## config.mk

```make
export PLATFORM = sky130hd
export DESIGN_NAME = datapath
export DESIGN_NICKNAME = d
export VERILOG_FILES = /design/src/rtl/datapath.sv
export SDC_FILE = /design/constraint.sdc
export NUM_CORES = 2
export LEC_CHECK = 0
export BUFFER_PORTS_ARGS = -buffer_cell sky130_fd_sc_hd__clkbuf_2
export CORE_AREA = 2 2 297 299
export CTS_BUF_LIST = sky130_fd_sc_hd__clkbuf_16
export CTS_CLUSTER_DIAMETER = 150
export DETAILED_ROUTE_END_ITERATION = 7
export DIE_AREA = 0 0 299 301
export HOLD_SLACK_MARGIN = 0.06
export PLACE_DENSITY = 0.87
export SLEW_MARGIN = 0
export SYNTH_ARGS = -nofsm -noshare
export SYNTH_HDL_FRONTEND = slang
export SYNTH_SLANG_ARGS = --single-unit
```

## constraint.sdc

```tcl
create_clock -name Clock -period 9.6 [get_ports Clock]
set_input_delay 0.96 -clock Clock [delete_from_list [all_inputs] [get_ports Clock]]
set_output_delay 0.96 -clock Clock [all_outputs]
set_load 0.02 [all_outputs]
```

## src/rtl/datapath.sv

```systemverilog
// Single-bus 32-bit CPU datapath: R1-R15, PC, IR, MAR, MDR, Y, HI, LO, 64-bit Z and ALU.
// Ports:
//   Clock, Clear         : clock and synchronous active-high reset
//   *out                 : bus source selects, priority PC > ZHigh > ZLow > MDR > R2 > R4
//   *in, IncPC, Read     : register load strobes, PC increment, MDR source select
//   ADD, Cin             : ALU opcode and carry/borrow-in
//   Mdatain              : memory read data
//   BusMuxOut            : shared bus value
module datapath #(
    parameter int WIDTH = 32
) (
    input  logic             Clock,
    input  logic             Clear,
    input  logic             PCout,
    input  logic             ZHighout,
    input  logic             Zlowout,
    input  logic             MDRout,
    input  logic             R2out,
    input  logic             R4out,
    input  logic             MARin,
    input  logic             PCin,
    input  logic             MDRin,
    input  logic             IRin,
    input  logic             Yin,
    input  logic             IncPC,
    input  logic             Read,
    input  logic [4:0]       ADD,
    input  logic             R1in,
    input  logic             R2in,
    input  logic             R3in,
    input  logic             R4in,
    input  logic             R5in,
    input  logic             R6in,
    input  logic             R7in,
    input  logic             R8in,
    input  logic             R9in,
    input  logic             R10in,
    input  logic             R11in,
    input  logic             R12in,
    input  logic             R13in,
    input  logic             R14in,
    input  logic             R15in,
    input  logic             HIin,
    input  logic             LOin,
    input  logic             ZHighIn,
    input  logic             ZLowIn,
    input  logic             Cin,
    input  logic [WIDTH-1:0] Mdatain,
    output logic [WIDTH-1:0] BusMuxOut
);

    localparam logic [4:0] OP_ADD = 5'b00011;
    localparam logic [4:0] OP_SUB = 5'b00100;
    localparam logic [4:0] OP_AND = 5'b00101;
    localparam logic [4:0] OP_OR  = 5'b00110;
    localparam logic [4:0] OP_MUL = 5'b01111;
    localparam logic [4:0] OP_NEG = 5'b10001;
    localparam logic [4:0] OP_NOT = 5'b10010;

    logic [WIDTH-1:0]   r_rf [1:15];
    logic [WIDTH-1:0]   r_pc;
    logic [WIDTH-1:0]   r_ir;
    logic [WIDTH-1:0]   r_mar;
    logic [WIDTH-1:0]   r_mdr;
    logic [WIDTH-1:0]   r_y;
    logic [WIDTH-1:0]   r_hi;
    logic [WIDTH-1:0]   r_lo;
    logic [2*WIDTH-1:0] r_z;

    logic [15:1]               w_rin;
    logic [WIDTH:0]            w_sum;
    logic [WIDTH-1:0]          w_diff;
    logic signed [2*WIDTH-1:0] w_prod;
    logic [WIDTH-1:0]          w_alu_lo;
    logic [WIDTH-1:0]          w_alu_hi;

    assign w_rin = {R15in, R14in, R13in, R12in, R11in, R10in, R9in, R8in,
                    R7in, R6in, R5in, R4in, R3in, R2in, R1in};

    always_comb begin
        BusMuxOut = '0;
        if (PCout)         BusMuxOut = r_pc;
        else if (ZHighout) BusMuxOut = r_z[2*WIDTH-1:WIDTH];
        else if (Zlowout)  BusMuxOut = r_z[WIDTH-1:0];
        else if (MDRout)   BusMuxOut = r_mdr;
        else if (R2out)    BusMuxOut = r_rf[2];
        else if (R4out)    BusMuxOut = r_rf[4];
    end

    // Extra top bit of the sum is the carry-out reported in the high half.
    assign w_sum  = {1'b0, r_y} + {1'b0, BusMuxOut} + {{WIDTH{1'b0}}, Cin};
    assign w_diff = r_y - BusMuxOut - {{(WIDTH-1){1'b0}}, Cin};
    // Sign-extend both operands to full width so the low 2*WIDTH bits are the signed product.
    assign w_prod = $signed({{WIDTH{r_y[WIDTH-1]}}, r_y})
                  * $signed({{WIDTH{BusMuxOut[WIDTH-1]}}, BusMuxOut});

    always_comb begin
        w_alu_lo = '0;
        w_alu_hi = '0;
        case (ADD)
            OP_ADD: begin
                w_alu_lo = w_sum[WIDTH-1:0];
                w_alu_hi = {{(WIDTH-1){1'b0}}, w_sum[WIDTH]};
            end
            OP_SUB: begin
                w_alu_lo = w_diff;
                w_alu_hi = {WIDTH{w_diff[WIDTH-1]}};
            end
            OP_AND: w_alu_lo = r_y & BusMuxOut;
            OP_OR:  w_alu_lo = r_y | BusMuxOut;
            OP_MUL: {w_alu_hi, w_alu_lo} = w_prod;
            OP_NEG: w_alu_lo = {WIDTH{1'b0}} - BusMuxOut;
            OP_NOT: w_alu_lo = ~BusMuxOut;
            default: ;
        endcase
    end

    always_ff @(posedge Clock) begin
        if (Clear) begin
            for (int i = 1; i <= 15; i++) r_rf[i] <= '0;
            r_pc  <= '0;
            r_ir  <= '0;
            r_mar <= '0;
            r_mdr <= '0;
            r_y   <= '0;
            r_hi  <= '0;
            r_lo  <= '0;
            r_z   <= '0;
        end else begin
            for (int i = 1; i <= 15; i++)
                if (w_rin[i]) r_rf[i] <= BusMuxOut;
            if (IncPC)     r_pc  <= r_pc + 1'b1;
            else if (PCin) r_pc  <= BusMuxOut;
            if (MDRin)     r_mdr <= Read ? Mdatain : BusMuxOut;
            if (MARin)     r_mar <= BusMuxOut;
            if (IRin)      r_ir  <= BusMuxOut;
            if (Yin)       r_y   <= BusMuxOut;
            if (HIin)      r_hi  <= BusMuxOut;
            if (LOin)      r_lo  <= BusMuxOut;
            if (ZLowIn)    r_z[WIDTH-1:0]       <= w_alu_lo;
            if (ZHighIn)   r_z[2*WIDTH-1:WIDTH] <= w_alu_hi;
        end
    end

endmodule

```

== After elaboration in Yosys (flattened, before gate mapping) ==
Memory sizes are Yosys's and may differ from the RTL's.
Cells that the tools add are included.
Operators by class
  $add $sub $neg: 6
  $mul: 1
  eq/ne operators: 7
  muxes and demuxes: 73
  bitwise operators: 18
  reduce and logical (&&, ||, !) cells: 1
Operators by type and width (number)
  32-bit two-way mux: 24
  32-bit case mux with 7 select lines: 1
  32-bit case mux with 3 select lines: 1
  32-bit by 32-bit multiplier with 64-bit output: 1
  1-bit two-way mux: 47
  32-bit by 32-bit adder with 33-bit output: 1
  33-bit by 1-bit adder with 33-bit output: 1
  32-bit by 1-bit adder with 32-bit output (second input constant): 1
  32-bit bitwise AND: 1
  32-bit inverter: 1
  32-bit OR: 1
  1-bit by 32-bit subtractor with 32-bit output (first input constant): 1
  32-bit by 1-bit subtractor with 32-bit output: 1
  32-bit subtractor: 1
  5-bit by 3-bit equality test with 1-bit output (second input constant): 3
  1-bit OR: 15
  5-bit equality test (second input constant): 2
  5-bit by 2-bit equality test with 1-bit output (second input constant): 1
  5-bit by 4-bit equality test with 1-bit output (second input constant): 1
  2-bit nonzero test: 1
Word-level totals
  flip-flop bits (word level): 160
  RAM bits: 480
  input port bits: 72
  output and inout bits: 32
  logic and storage cells: 112
  memories: 1
Memories
  r_rf: words 15, bits a word 32, read ports 2, clocked after memory_dff 0, wr ports 15, line 60  | logic [WIDTH-1:0] r_rf [1:15];

== Longest topological paths before layout ==
  depth in word-level cells: 9
  mapped depth: 39
  depth with buffers taken out: 32

== Least setup slack after synthesis ==
No wires, ideal clock.
  path type: input port to flip-flop
  from: in PCout
  to: reg r_z[63]
  setup time: 0.122 ns
  arrival time: 9.914 ns
  data required time: 9.478 ns
  slack: -0.436 ns
  stages: 33
  path buffers: 7
  path through: buf_2 > buf_2 > buf_2 > buf_1 > clkbuf_1 > nor2_1 > a21oi_1 > clkbuf_1 > clkbuf_1 > nor2_1 > ha_1 > fa_1 > fa_1 > fa_1 > inv_1 > fa_1 > inv_1 > fa_1 > inv_1 > fa_1 > inv_1 > fa_1 > ha_1 > a21oi_1 > o21bai_1 > a21oi_1 > o21bai_1 > a21o_1 > a21o_1 > a221o_1 > a21oi_1 > xnor2_1 > a221o_1
Between the ends
  word-level cells in the longest chain between the ends: 4
  elaborated cells on any way between the ends: 5
  classes of those cells: 2 x add/sub; 1 x mul; 2 x mux
RTL lines
  from (decl): line 14  | input logic PCout,
  32-bit two-way mux *: line 82  | if (PCout) BusMuxOut = r_pc;
  branches (longest 2 deep; another with 32-bit by 32-bit multiplier with 64-bit output)
  32-bit case mux with 3 select lines *: line 100  | case (ADD)
  to (signal, indexed assignment): line 140  | if (ZLowIn) r_z[WIDTH-1:0] <= w_alu_lo;
  to (signal, indexed assignment): line 141  | if (ZHighIn) r_z[2*WIDTH-1:WIDTH] <= w_alu_hi;
  to (decl): line 68  | logic [2*WIDTH-1:0] r_z;
Mark *: on every way between the ends.
A chain may end at the register's enable or synchronous reset.

== Worst setup path in the final report ==
  from: in PCout
  to: reg r_z[60]
Same word-level chain as after synthesis.

==> impl_results.md <==
- FP Rows: 108
- Hold endpoint: r_z[9]$_SDFFE_PP0P_
- CTS Buffer Depth: 3
- Starting DRC count in detailed routing: between 5000 and 6000
- Tot GR Track Use: 0.453
- Max VDD drop: 0.413 mV
- Hold Crit Class: flop to flop
- PortBufs: between 80 and 90
- Global-route wire length before repair: 300 mm
- Number of hold buffers added after CTS: 0
- Largest family of logic cells by synthesized area: adder cells
- Vias in the first global route: 49600
- Synthesized area: 0.0515 mm2
- Cells on worst reg2reg path: 26
- Clk sinks: 224
- H-tree depth: 1
- Max FO, Critical Path: 19
- Multi-input logic area: 0.0409 mm2
- Final Setup Violations: 0
- Register area: 0.00512 mm2
- Slew margin rel.: 0.0809
- Capturing element type of the critical path: flop
- Fraction of layout cells with a size suffix above 1: 0.114
- Largest cells by area after synthesis: fa_1 42%, inv_1 8.2%, ha_1 7.6%, dfxtp_1 6.2%, nor2_1 6.2%
- CP peak stage delay: 0.60 ns
- Initial antenna violation count: 11
- CTS Buf Count: 28
- Synth Area in Compound Gates: 0.112
- Aggregate global routing overflow: 0
- Synth Area in Simple Gates: 0.146
- Power Total: around 14 mW
- Hold path start: r_z[9]$_SDFFE_PP0P_
- Max Freq: 0.106 GHz
- Final Util: 0.666
- Largest net degree at the start of global routing: 66
- Drt first pass iters: 6
- Element type at the critical path start: input port
- Worst slew pin tran: 1.38 ns
- Most used cell, CP: fa_1
- Clk root buf: clkbuf_16
- Post-synthesis xor/xnor area fraction: 0.0226
- ANT nets after route: 0
- Routed wire length: 200 mm
- Ports: 104
- Die Wd: 299 um
- Finished Cell Area: 0.0576 mm2
- Area grow syn2layout: 11.8%
- DRC: 0
- Final period util: 0.981
- Post-synth EDFFs: 64
- Top FF cell, synth: dfxtp_1
- Final setup margin: about 0.18 ns
- Synth top area share: 0.422
- Kind of critical path: input port to flop
- Via count: 46700
- Core ar.: 0.0865 mm2
- Worst hold stages: 2
- DP Worst Slack: -0.295 ns
- Status: completed
- Grt met3 use: 0.146
- Yosys warning count: 0
- Synth Area in Adders: 0.498
- Cell taking the most area after synthesis: fa_1
- Avg Cell Area, Syn: 8.61 um2
- Die area: 0.0900 mm2
- Top Usage Layer GRT: met2
- Mapped Nets: 7451
- Avg Vias per Cell: 6.27
- Final min period: 9.42 ns
- Pwr dens: ~250 mW/mm2
- CTS tree: built
- Slew Viols, Final: 0
- Met2 Usage GRT: 0.681
- Cells after Synth: 5982
- Worst endpoint required time: 10.08 ns
- Crit-path slowest cell: fa_1
- Area after DPL: 0.0566 mm2
- Worst Clk Skew: ~0.037 ns
- Data arrival, critical path: 9.90 ns
- Mux cell area share after synthesis: 0.0115
- Final number of hold-violating endpoints: 0
- Starting Density: 0.596
- Ys async rst share: 0
- R2R Path Start: r_y[20]$_SDFFE_PP0P_
- Nets: 7735
- Seq cells post-synth: 224
- WL/cell: 26.8 um
- Worst-Skew Late Latency: 0.62 ns
- Worst-path clk slew: approximately 0.060 ns
- P_leak: approximately 28 nW
- Sequential-to-total area share from yosys stat: 0.0995
- FF-to-FF End: r_z[60]$_SDFFE_PP0P_
- GR Layer Usage met1: 0.537
- DP HPWL: between 150 and 200 mm
- Die Ht: 301 um
- Synth cell types: 84
- RD Place Congestion: 1.04
- Worst R2R Setup Slack: 0.39 ns
- Fill cells: 6734
- Max_cap viols: 0
-- metrics by stage --
| stage | instances | setup TNS [ns] | hold WS, ns |
|---|---|---|---|
| final | 7447 | 0 | 0.471 |
| after global routing | 7445 | -0.0195 | 0.492 |
| after CTS | 7441 | 0 | 0.464 |
| after detailed placement | 7389 | -1.18 | 0.447 |
| after global placement | 7389 | -0.628 | 0.441 |
| after floorplan | 5982 | 0 | 0.425 |
-- flip-flops by register name, indices dropped and copies added (netlist names) --
register  flops
r_mdr        32
r_pc         32
r_rf         64
r_z          64
r_y          32
-- cell families (layout without fill, tap and decap cells) --
family                     count (synthesis)  count (layout)
AOI/OAI and AO/OA                        869             869
DFF                                      224             224
and+or+nand+nor                         1800            1800
muxes                                     59              59
other                                      0               4
adders and majority gates               1397            1397
buffers and inverters                   1500            1806
xor gates and xnor gates                 133             133
-- synth_stat cells (64+ instances only) --
master    number
edfxtp_1      64
nand2_1      659
fa_1        1086
xnor2_1      100
a21oi_1      239
o21ai_0      155
inv_1       1121
ha_1         311
nor2_1       852
a211oi_1      70
clkbuf_1     295
dfxtp_1      160
-- power by group --
| part | total, mW | switching [mW] | internal (mW) |
|---|---|---|---|
| registers | 1.05 | 0.0294 | 1.02 |
| logic | 12.2 | 7.08 | 5.17 |
| clock network | 1.10 | 0.516 | 0.588 |
-- layout by cell type, fill, tap and decap left out, types with 14 or more instances in the layout --
cell and n:
clkinv_1 19, a22oi_1 15, mux2i_1 57, a221oi_1 46, o221ai_1 25, xnor2_1 100, a221o_1 30, or3_1 17
nor2_1 849, o21bai_1 15, fa_1 1084, o21a_1 29, nand2_1 659, clkbuf_2 84, a2111oi_0 18, dfxtp_1 160
o21ai_0 151, a21o_1 51, a211oi_1 68, nor2b_1 29, a31oi_1 30, edfxtp_1 64, nand2b_1 30, nand3b_1 25
o211ai_1 14, buf_4 482, nor3_1 36, a2bb2oi_1 15, ha_1 310, a311oi_1 14, nand3_1 36, buf_12 42
a21oi_1 234, and3_1 18, nand4_1 36, o31ai_1 19, inv_1 1124, xor2_1 33, clkbuf_16 29
-- worst max-delay path by stage --
stage	startpoint	to	depth (start not counted)
after floorplan	R4out	r_z[63]$_SDFFE_PP0P_	32
after global placement	MDRout	r_z[60]$_SDFFE_PP0P_	33
after detailed placement	MDRout	r_z[60]$_SDFFE_PP0P_	33
after CTS	MDRout	r_z[60]$_SDFFE_PP0P_	33
after global routing	R4out	r_z[60]$_SDFFE_PP0P_	32
final	PCout	r_z[60]$_SDFFE_PP0P_	31
-- timing repair --
| action | in CTS | in global routing |
|---|---|---|
| gates resized for setup | 0 | 12 |
| setup endpoints to repair | 0 | 17 |
| buffers inserted | 0 | 2 |
-- worst max-delay path: cells and delay by family --
kind / cells / cell delay, ns
XOR/XNOR: 1 / 0.11
AO/OA/AOI/OAI: 11 / 2.52
adder cells (fa/ha/maj): 9 / 4.44
buffers and inverters: 8 / 1.53
AND/OR/NAND/NOR: 2 / 0.32
-- area by class of cell --
class,count,area share
flip-flops and latches,224,0.0890
repair buffers,609,0.0848
multi-input cells,4258,0.710
inverters,1145,0.0747
clock buffers,29,0.0126
well taps,1155,0.0251
diodes,4,0.000174
clock inverters,23,0.00343
-- metal layers --
metal | vias up | wire [um]
met4 | 14 | 20800
met3 | 1154 | 27800
met2 | 3575 | 85700
met5 | - | 157
li1 | 19200 | -
met1 | 22800 | 65500
Note: power is estimated with default switching activity, not from simulation.
